**src/rtl/pipeline_pkg.sv**
```systemverilog
// Shared types for the pipeline memory path: read-ownership encoding and word width.
package pipeline_pkg;

  typedef enum logic [1:0] {
    OWN_NONE = 2'd0,
    OWN_IF   = 2'd1,
    OWN_DATA = 2'd2
  } mem_owner_t;

  localparam int INST_W = 16;

endpackage

```
**src/rtl/pipeline_mem_arbiter_if.sv**
```systemverilog
// Fetch, data and RAM signal bundle around the memory arbiter.
// Handshake: req is held until gnt; gnt marks the issue cycle; rvalid follows a read grant by one cycle.
interface pipeline_mem_arbiter_if #(
  parameter int ADDR_W = 16,
  parameter int DATA_W = 16
);
  logic              if_req;
  logic [ADDR_W-1:0] if_addr;
  logic              if_flush;
  logic              if_gnt;
  logic              if_rvalid;
  logic [DATA_W-1:0] if_rdata;

  logic              d_req;
  logic              d_we;
  logic [ADDR_W-1:0] d_addr;
  logic [DATA_W-1:0] d_wdata;
  logic              d_gnt;
  logic              d_rvalid;
  logic [DATA_W-1:0] d_rdata;

  logic              mem_en;
  logic              mem_we;
  logic [ADDR_W-1:0] mem_addr;
  logic [DATA_W-1:0] mem_wdata;
  logic [DATA_W-1:0] mem_rdata;

  modport slave (
    input  if_req, if_addr, if_flush, d_req, d_we, d_addr, d_wdata, mem_rdata,
    output if_gnt, if_rvalid, if_rdata, d_gnt, d_rvalid, d_rdata,
           mem_en, mem_we, mem_addr, mem_wdata
  );

  modport master (
    output if_req, if_addr, if_flush, d_req, d_we, d_addr, d_wdata, mem_rdata,
    input  if_gnt, if_rvalid, if_rdata, d_gnt, d_rvalid, d_rdata,
           mem_en, mem_we, mem_addr, mem_wdata
  );
endinterface

```
**src/rtl/pipeline_mem_arbiter.sv**
```systemverilog
// Single-port RAM arbiter between instruction fetch and the ld/st port, with
// fetch anti-starvation and read-return steering by in-flight owner.
module pipeline_mem_arbiter
  import pipeline_pkg::*;
#(
  parameter int ADDR_W     = 16,
  parameter int DATA_W     = INST_W,
  parameter int STARVE_MAX = 4
) (
  input  logic                                clk,
  input  logic                                reset,
  pipeline_mem_arbiter_if.slave               bus,
  output mem_owner_t                          dbg_owner,
  output logic [$clog2(STARVE_MAX+1)-1:0]     dbg_starve
);

  localparam int CNT_W = $clog2(STARVE_MAX + 1);

  mem_owner_t       owner, owner_nxt;
  logic [CNT_W-1:0] starve, starve_nxt;
  logic             fetch_wins;
  logic             if_gnt, d_gnt;

  // Fetch only overrides data once it has been denied STARVE_MAX cycles in a row.
  assign fetch_wins = (starve == CNT_W'(STARVE_MAX));
  assign if_gnt = ~reset & bus.if_req & ~bus.if_flush & (~bus.d_req | fetch_wins);
  assign d_gnt  = ~reset & bus.d_req & ~if_gnt;

  always_ff @(posedge clk or posedge reset) begin
    if (reset) begin
      owner  <= OWN_NONE;
      starve <= '0;
    end else begin
      owner  <= owner_nxt;
      starve <= starve_nxt;
    end
  end

  always_comb begin
    owner_nxt  = OWN_NONE;
    starve_nxt = starve;
    if (if_gnt)
      owner_nxt = OWN_IF;
    else if (d_gnt && !bus.d_we)
      owner_nxt = OWN_DATA;

    if (if_gnt || !bus.if_req || bus.if_flush)
      starve_nxt = '0;
    else if (!fetch_wins)
      starve_nxt = starve + 1'b1;
  end

  assign bus.if_gnt    = if_gnt;
  assign bus.d_gnt     = d_gnt;
  assign bus.mem_en    = if_gnt | d_gnt;
  assign bus.mem_we    = d_gnt & bus.d_we;
  assign bus.mem_addr  = if_gnt ? bus.if_addr : (d_gnt ? bus.d_addr : '0);
  assign bus.mem_wdata = d_gnt ? bus.d_wdata : '0;

  // A flush kills fetch data already on its way back from the RAM.
  assign bus.if_rvalid = ~reset & (owner == OWN_IF) & ~bus.if_flush;
  assign bus.d_rvalid  = ~reset & (owner == OWN_DATA);
  assign bus.if_rdata  = reset ? '0 : bus.mem_rdata;
  assign bus.d_rdata   = reset ? '0 : bus.mem_rdata;

  assign dbg_owner  = owner;
  assign dbg_starve = starve;

endmodule

```
**src/flat_wrapper.sv**
```systemverilog
// flat-port wrapper written by rule: the top's interface ports become plain ports
module pipeline_mem_arbiter_flat import pipeline_pkg::*;
#(
  parameter int ADDR_W     = 16,
  parameter int DATA_W     = INST_W,
  parameter int STARVE_MAX = 4
)
  (clk, reset, dbg_owner, dbg_starve, bus_if_req, bus_if_addr, bus_if_flush, bus_d_req, bus_d_we, bus_d_addr, bus_d_wdata, bus_mem_rdata, bus_if_gnt, bus_if_rvalid, bus_if_rdata, bus_d_gnt, bus_d_rvalid, bus_d_rdata, bus_mem_en, bus_mem_we, bus_mem_addr, bus_mem_wdata);
  pipeline_mem_arbiter_if #(.ADDR_W(ADDR_W), .DATA_W(DATA_W)) bus_i ();
  input  logic clk;
  input  logic reset;
  output mem_owner_t dbg_owner;
  output logic [$clog2(STARVE_MAX+1)-1:0] dbg_starve;
  input wire logic [$bits(bus_i.if_req)-1:0] bus_if_req;
  input wire logic [$bits(bus_i.if_addr)-1:0] bus_if_addr;
  input wire logic [$bits(bus_i.if_flush)-1:0] bus_if_flush;
  input wire logic [$bits(bus_i.d_req)-1:0] bus_d_req;
  input wire logic [$bits(bus_i.d_we)-1:0] bus_d_we;
  input wire logic [$bits(bus_i.d_addr)-1:0] bus_d_addr;
  input wire logic [$bits(bus_i.d_wdata)-1:0] bus_d_wdata;
  input wire logic [$bits(bus_i.mem_rdata)-1:0] bus_mem_rdata;
  output wire logic [$bits(bus_i.if_gnt)-1:0] bus_if_gnt;
  output wire logic [$bits(bus_i.if_rvalid)-1:0] bus_if_rvalid;
  output wire logic [$bits(bus_i.if_rdata)-1:0] bus_if_rdata;
  output wire logic [$bits(bus_i.d_gnt)-1:0] bus_d_gnt;
  output wire logic [$bits(bus_i.d_rvalid)-1:0] bus_d_rvalid;
  output wire logic [$bits(bus_i.d_rdata)-1:0] bus_d_rdata;
  output wire logic [$bits(bus_i.mem_en)-1:0] bus_mem_en;
  output wire logic [$bits(bus_i.mem_we)-1:0] bus_mem_we;
  output wire logic [$bits(bus_i.mem_addr)-1:0] bus_mem_addr;
  output wire logic [$bits(bus_i.mem_wdata)-1:0] bus_mem_wdata;
  assign bus_i.if_req = bus_if_req;
  assign bus_i.if_addr = bus_if_addr;
  assign bus_i.if_flush = bus_if_flush;
  assign bus_i.d_req = bus_d_req;
  assign bus_i.d_we = bus_d_we;
  assign bus_i.d_addr = bus_d_addr;
  assign bus_i.d_wdata = bus_d_wdata;
  assign bus_i.mem_rdata = bus_mem_rdata;
  assign bus_if_gnt = bus_i.if_gnt;
  assign bus_if_rvalid = bus_i.if_rvalid;
  assign bus_if_rdata = bus_i.if_rdata;
  assign bus_d_gnt = bus_i.d_gnt;
  assign bus_d_rvalid = bus_i.d_rvalid;
  assign bus_d_rdata = bus_i.d_rdata;
  assign bus_mem_en = bus_i.mem_en;
  assign bus_mem_we = bus_i.mem_we;
  assign bus_mem_addr = bus_i.mem_addr;
  assign bus_mem_wdata = bus_i.mem_wdata;
  pipeline_mem_arbiter #(.ADDR_W(ADDR_W), .DATA_W(DATA_W), .STARVE_MAX(STARVE_MAX)) u_core (.clk(clk), .reset(reset), .bus(bus_i), .dbg_owner(dbg_owner), .dbg_starve(dbg_starve));
endmodule
```
**config.mk**
```make
export PLATFORM = sky130hd
export DESIGN_NAME = pipeline_mem_arbiter_flat
export DESIGN_NICKNAME = d
export VERILOG_FILES = /design/src/rtl/pipeline_pkg.sv /design/src/rtl/pipeline_mem_arbiter_if.sv /design/src/rtl/pipeline_mem_arbiter.sv /design/src/flat_wrapper.sv
export SDC_FILE = /design/constraint.sdc
export NUM_CORES = 1
export LEC_CHECK = 0
export CORE_ASPECT_RATIO = 1.5
export CORE_MARGIN = 5
export CORE_UTILIZATION = 21
export DETAILED_ROUTE_END_ITERATION = 10
export GPL_ROUTABILITY_DRIVEN = 0
export GPL_TIMING_DRIVEN = 0
export PLACE_DENSITY = 0.88
export SETUP_SLACK_MARGIN = 0.3
export SYNTH_ARGS = -nofsm -noshare
export SYNTH_HDL_FRONTEND = slang
export SYNTH_SLANG_ARGS = --single-unit
```
**constraint.sdc**
```tcl
create_clock -name clk -period 2.3 [get_ports clk]
set_input_delay 0.46 -clock clk [delete_from_list [all_inputs] [get_ports clk]]
set_output_delay 0.46 -clock clk [all_outputs]
set_load 0.1 [all_outputs]
```
### After elaboration in Yosys (flattened, before gate mapping)

Index checks and enable logic that the tools add are counted.
W data, S select, Z words.

| word-level totals | value |
|---|---|
| logic and storage cells | 35 |
| output and inout bits | 75 |
| register bits | 5 |

| cells by class | value |
|---|---|
| bitwise gates (word level) | 15 |
| muxes and demuxes | 8 |
| reduce and logical (&&, ||, !) cells | 5 |
| eq/ne operators | 4 |
| add/sub/neg operators | 1 |

Operators by type and width:

| cell | count |
|---|---|
| $mux W16 | 4 |
| $and A1 B1 Y1 | 9 |
| $mux W3 | 2 |
| $mux W2 | 2 |
| $not A1 Y1 | 4 |
| $add A3 B1 Y3 const B | 1 |
| $eq A3 B3 Y1 const B | 1 |
| $eq A2 B1 Y1 const B | 1 |
| $eq A2 B2 Y1 const B | 1 |
| $logic_not A1 Y1 | 2 |
| $logic_or A1 B1 Y1 | 2 |
| $ne A2 B2 Y1 const B | 1 |
| $or A1 B1 Y1 | 2 |
| $logic_and A1 B1 Y1 | 1 |

### Longest topological paths before layout

Gate-level depths: netlist (run 1).

| logic depth | value |
|---|---|
| depth in word-level cells | 9 |
| gate-level depth with buffers | 7 |
| depth with buffers taken out | 5 |

### Least setup slack after synthesis (run 1)

Ideal clock, no wire load.

| timing | value |
|---|---|
| kind | reg-to-output |
| start | register u_core.owner[0] (netlist: u_core.dbg_owner[0]) |
| end | output bus_if_rvalid |
| stages on the path, launching flop included | 2 |
| path buffers | 0 |
| slack | -2241 ps |
| data required time | 1840 ps |
| data arrival time | 4081 ps |
| path through | dfrtp_1 -> nor4b_1 |

| on the way | value |
|---|---|
| word-level cells in the longest chain between the ends | 3 |

Ends and longest elaborated chain:

| element | RTL line | source |
|---|---|---|
| from (decl) | pipeline_mem_arbiter.sv:19 | `mem_owner_t owner, owner_nxt;` |
| from (signal assigned) | pipeline_mem_arbiter.sv:34 | `owner <= owner_nxt;` |
| $eq A2 B1 Y1 | pipeline_mem_arbiter.sv:61 | `assign bus.if_rvalid = ~reset & (owner == OWN_IF) & ~bus.if_flush;` |
| $and A1 B1 Y1 (2 in series) | pipeline_mem_arbiter.sv:61 |  |
| to (decl) | flat_wrapper.sv:23 | `output wire logic [$bits(bus_i.if_rvalid)-1:0] bus_if_rvalid;` |

Every way passes these cells.

### Worst setup path in the final report (run 1)

| timing | value |
|---|---|
| start | register u_core.starve[0] (netlist: u_core.dbg_starve[0]) |
| end | output bus_mem_wdata[6] |

| on the way | value |
|---|---|
| word-level cells in the longest chain between the ends | 6 |

Ends and longest elaborated chain:

| element | RTL line | source |
|---|---|---|
| from (decl) | pipeline_mem_arbiter.sv:20 | `logic [CNT_W-1:0] starve, starve_nxt;` |
| from (signal assigned) | pipeline_mem_arbiter.sv:35 | `starve <= starve_nxt;` |
| $eq A3 B3 Y1 | pipeline_mem_arbiter.sv:25 | `assign fetch_wins = (starve == CNT_W'(STARVE_MAX));` |
| $or A1 B1 Y1 | pipeline_mem_arbiter.sv:26 | `assign if_gnt = ~reset & bus.if_req & ~bus.if_flush & (~bus.d_req \| fetch_wins);` |
| $and A1 B1 Y1 | pipeline_mem_arbiter.sv:26 |  |
| $not A1 Y1 | pipeline_mem_arbiter.sv:27 | `assign d_gnt = ~reset & bus.d_req & ~if_gnt;` |
| $and A1 B1 Y1 | pipeline_mem_arbiter.sv:27 |  |
| $mux W16 | pipeline_mem_arbiter.sv:58 | `assign bus.mem_wdata = d_gnt ? bus.d_wdata : '0;` |
| to (decl) | flat_wrapper.sv:31 | `output wire logic [$bits(bus_i.mem_wdata)-1:0] bus_mem_wdata;` |

Every way passes these cells.

==> flow_metrics.tcl, run 1 <==
set metrics [dict create \
    yosys_register_bits 5 \
    synth_edf_count 0 \
    worst_slew_margin_rel_pct 34.9 \
    synth_top_area_share_pct 15.5 \
    pwr-share-comb_pct 79.3 \
    finClkSkew_ns 0.00776 \
    dp_cells 288 \
    drtPass1Iterations 4 \
    critPathArrivalTime_ns 1.92 \
    pwr-share-seq_pct 7.4 \
    num_rows 28 \
    final.fill_count 179 \
    setup_slack_ns -0.0759 \
    syn_avg_cell_area_um2 8.32 \
    clock-sinks 5 \
    synth.cell_area_um2 823 \
    synth_fp_nets 171 \
    viasPerCell 4.76 \
    place_ws_ns -1.27 \
    hold_class "primary input to async pin" \
    seq_area_frac_synth_pct 15.2 \
    antenna_found_initial 0 \
    drv_slew 0 \
    ant_nets 0 \
    fmax_mhz 421 \
    hold_viol 0 \
    initial_utilization_pct 21.2 \
    die_h_um 86.7 \
    grt_pass1_wl_um 8980 \
    period_needed_ns 2.38 \
    clkPwrFrac_pct 13.3 \
    grt_overflow 0 \
    start_kind "flip-flop" \
    synth.area.top_cells "buf_4, dfrtp_1, and2_1" \
    peakVddDrop_mv 0.360 \
    io_buffers 144 \
    ioPinCount 145 \
    drt_wl_total_um 6890 \
    ys_types 24 \
    cp-end-kind "output port" \
    maxCapViolCount 0 \
    syn_inst 99 \
    drt-initial-drc-count 21 \
    routed-via-count 1479 \
    power.switching_mw 0.676 \
    hpwl_um 3860 \
    yosysTopAreaCell "buf_4" \
    synth_common_cells "and2_1, buf_4, nor2b_1, a22o_2, a22o_1" \
    fin_crit_sh_pct 103 \
    synth_flop_cell "dfrtp_1" \
    crit_type "flip-flop to output port" \
    synth_warnings 0 \
    status "finished with violations" \
    numCtsBuffers 3 \
    groute.usage.overall_pct 23.0 \
    stdcell_count 311 \
    grt_pass1_vias 1676 \
    p_leak_nw 1.58 \
    die-area_um2 5300 \
    place_area_um2 2760 \
    coreArea_um2 3890 \
    nNetsFinal 339 \
    postLayoutCellArea_um2 3400 \
    grt_max_degree 11 \
    swShare_pct 52.5 \
    insertedDiodeCount 0 \
    ys_async_sr_fraction_pct 100 \
    reg2reg_depth 7 \
    final_util_pct 87.5 \
    crit_fanout 10 \
    wl_per_cell_um 22.2 \
    insertion_delay_ns 0.23 \
    clkTransAtPathRegs_ns 0.04 \
    worst_pin_slew_ns 0.980 \
    syn2layout_area_growth_pct 313 \
    p_per_area_nw_per_um2 378 \
    rsz0062_at_grt "true" \
    violations "negative setup slack" \
    cts_tree "done" \
    cts_root_buffer "clkbuf_8" \
    p_int_mw 0.611 \
    hold_buffers 0 \
    crit_required_ns 1.84 \
    finalSetupViolations 27 \
    cts_max_level 1 \
    cts_max_path_buffers 2 \
    design_power_total_mw 1.29 \
    drc 0 \
    die-width_um 61.1 \
    drive_gt1_share_pct 68.8 \
]
## routing by layer
layer  wire length, µm  global-route usage, %
met3              1020                   10.3
met2              3530                   42.1
met1              2120                   22.5
met5                 0                      0
met4               221                   5.92
## path summary, 6_finish.rpt
check / to / slack, ns / startpoint
max: bus_mem_wdata[6] / -0.08 / u_core.dbg_starve[0]$_DFFE_PP0P_
min: u_core.dbg_starve[0]$_DFFE_PP0P_ / 0.55 / reset
max reg2reg: u_core.dbg_starve[2]$_DFFE_PP0P_ / 0.71 / u_core.dbg_starve[0]$_DFFE_PP0P_
min reg2reg: u_core.dbg_starve[2]$_DFFE_PP0P_ / 0.76 / u_core.dbg_starve[2]$_DFFE_PP0P_
max in group asynchronous: u_core.dbg_starve[1]$_DFFE_PP0P_ / 1.54 / reset
min in group clk: u_core.dbg_starve[2]$_DFFE_PP0P_ / 0.72 / bus_if_req
## registers in the layout, summed over array words and instances (netlist names)
name               flops
u_core.dbg_starve      3
u_core.dbg_owner       2
## cells in the final DEF (no fill, tap or decap), drive strengths merged, types with 2 or more instances in the layout
cell / Yosys / final
dlygate4sd2: 0 / 6
clkdlybuf4s15: 0 / 3
clkdlybuf4s50: 0 / 65
dfrtp: 5 / 5
inv: 3 / 3
buf: 21 / 110
a22o: 16 / 16
ha: 2 / 2
nor2b: 17 / 17
nand2b: 3 / 3
nor3: 3 / 3
clkbuf: 2 / 6
and2: 17 / 17
## power groups by stage
stage	sequential [mW]	clock (mW)	combinational [mW]
final	0.0955	0.171	1.02
after floorplan	0.116	0	0.611
after detailed placement	0.0977	0	0.884
after CTS	0.0956	0.164	1.00
after global placement	0.0975	0	0.878
after global routing	0.0958	0.178	1.04
## cells by family after synthesis
family / after synthesis / share of synthesized area, %
XOR/XNOR: 1 / 1.06
AO/OA/AOI/OAI: 20 / 23.3
adder cells (fa/ha/maj): 2 / 3.04
multiplexers: 1 / 1.22
buffers and inverters: 26 / 21.7
flip-flops: 5 / 15.2
AND/OR/NAND/NOR: 44 / 34.5
## through the flow
stage	hold WS [ns]	setup TNS (ns)
floorplan	0.452	-1.50
global placement	0.631	-66.45
detailed placement	0.640	-67.40
CTS	0.527	-0.160
global route	0.585	-2.68
finish	0.551	-1.30
## cell type report
cell class	instances	area, µm²	area share (%)
repair buffers	163	1940	57.1
multi-input cells	68	876	25.7
plain buffers	23	328	9.64
flip-flops and latches	5	139	4.08
well taps	45	56.3	1.66
clock buffers	4	45.0	1.32
inverters	3	16.3	0.478
## critical path, cell delays in order, from the launching register on
cell	delay [ns]
dfrtp_4	0.48
inv_4	0.07
ha_4	0.14
nand2_4	0.08
o21ba_4	0.21
buf_8	0.14
buf_6	0.12
buf_12	0.13
and2_4	0.16
buf_12	0.16
## repair_timing
| action | CTS | global route |
|---|---|---|
| pin swaps | 11 | 10 |
| endpoints found under the setup margin | 75 | 37 |
| cloned | 2 | 0 |
| gates resized for setup | 566 | 2 |
| buffers inserted | 12 | 5 |
(Power assumes the default switching activity.)
==> run 2, diff against run 1 <==
Settings changed: CAP_MARGIN set to 10.
==> results of run 2 <==
Final layout, timing and power as in run 1 (identical DEF).
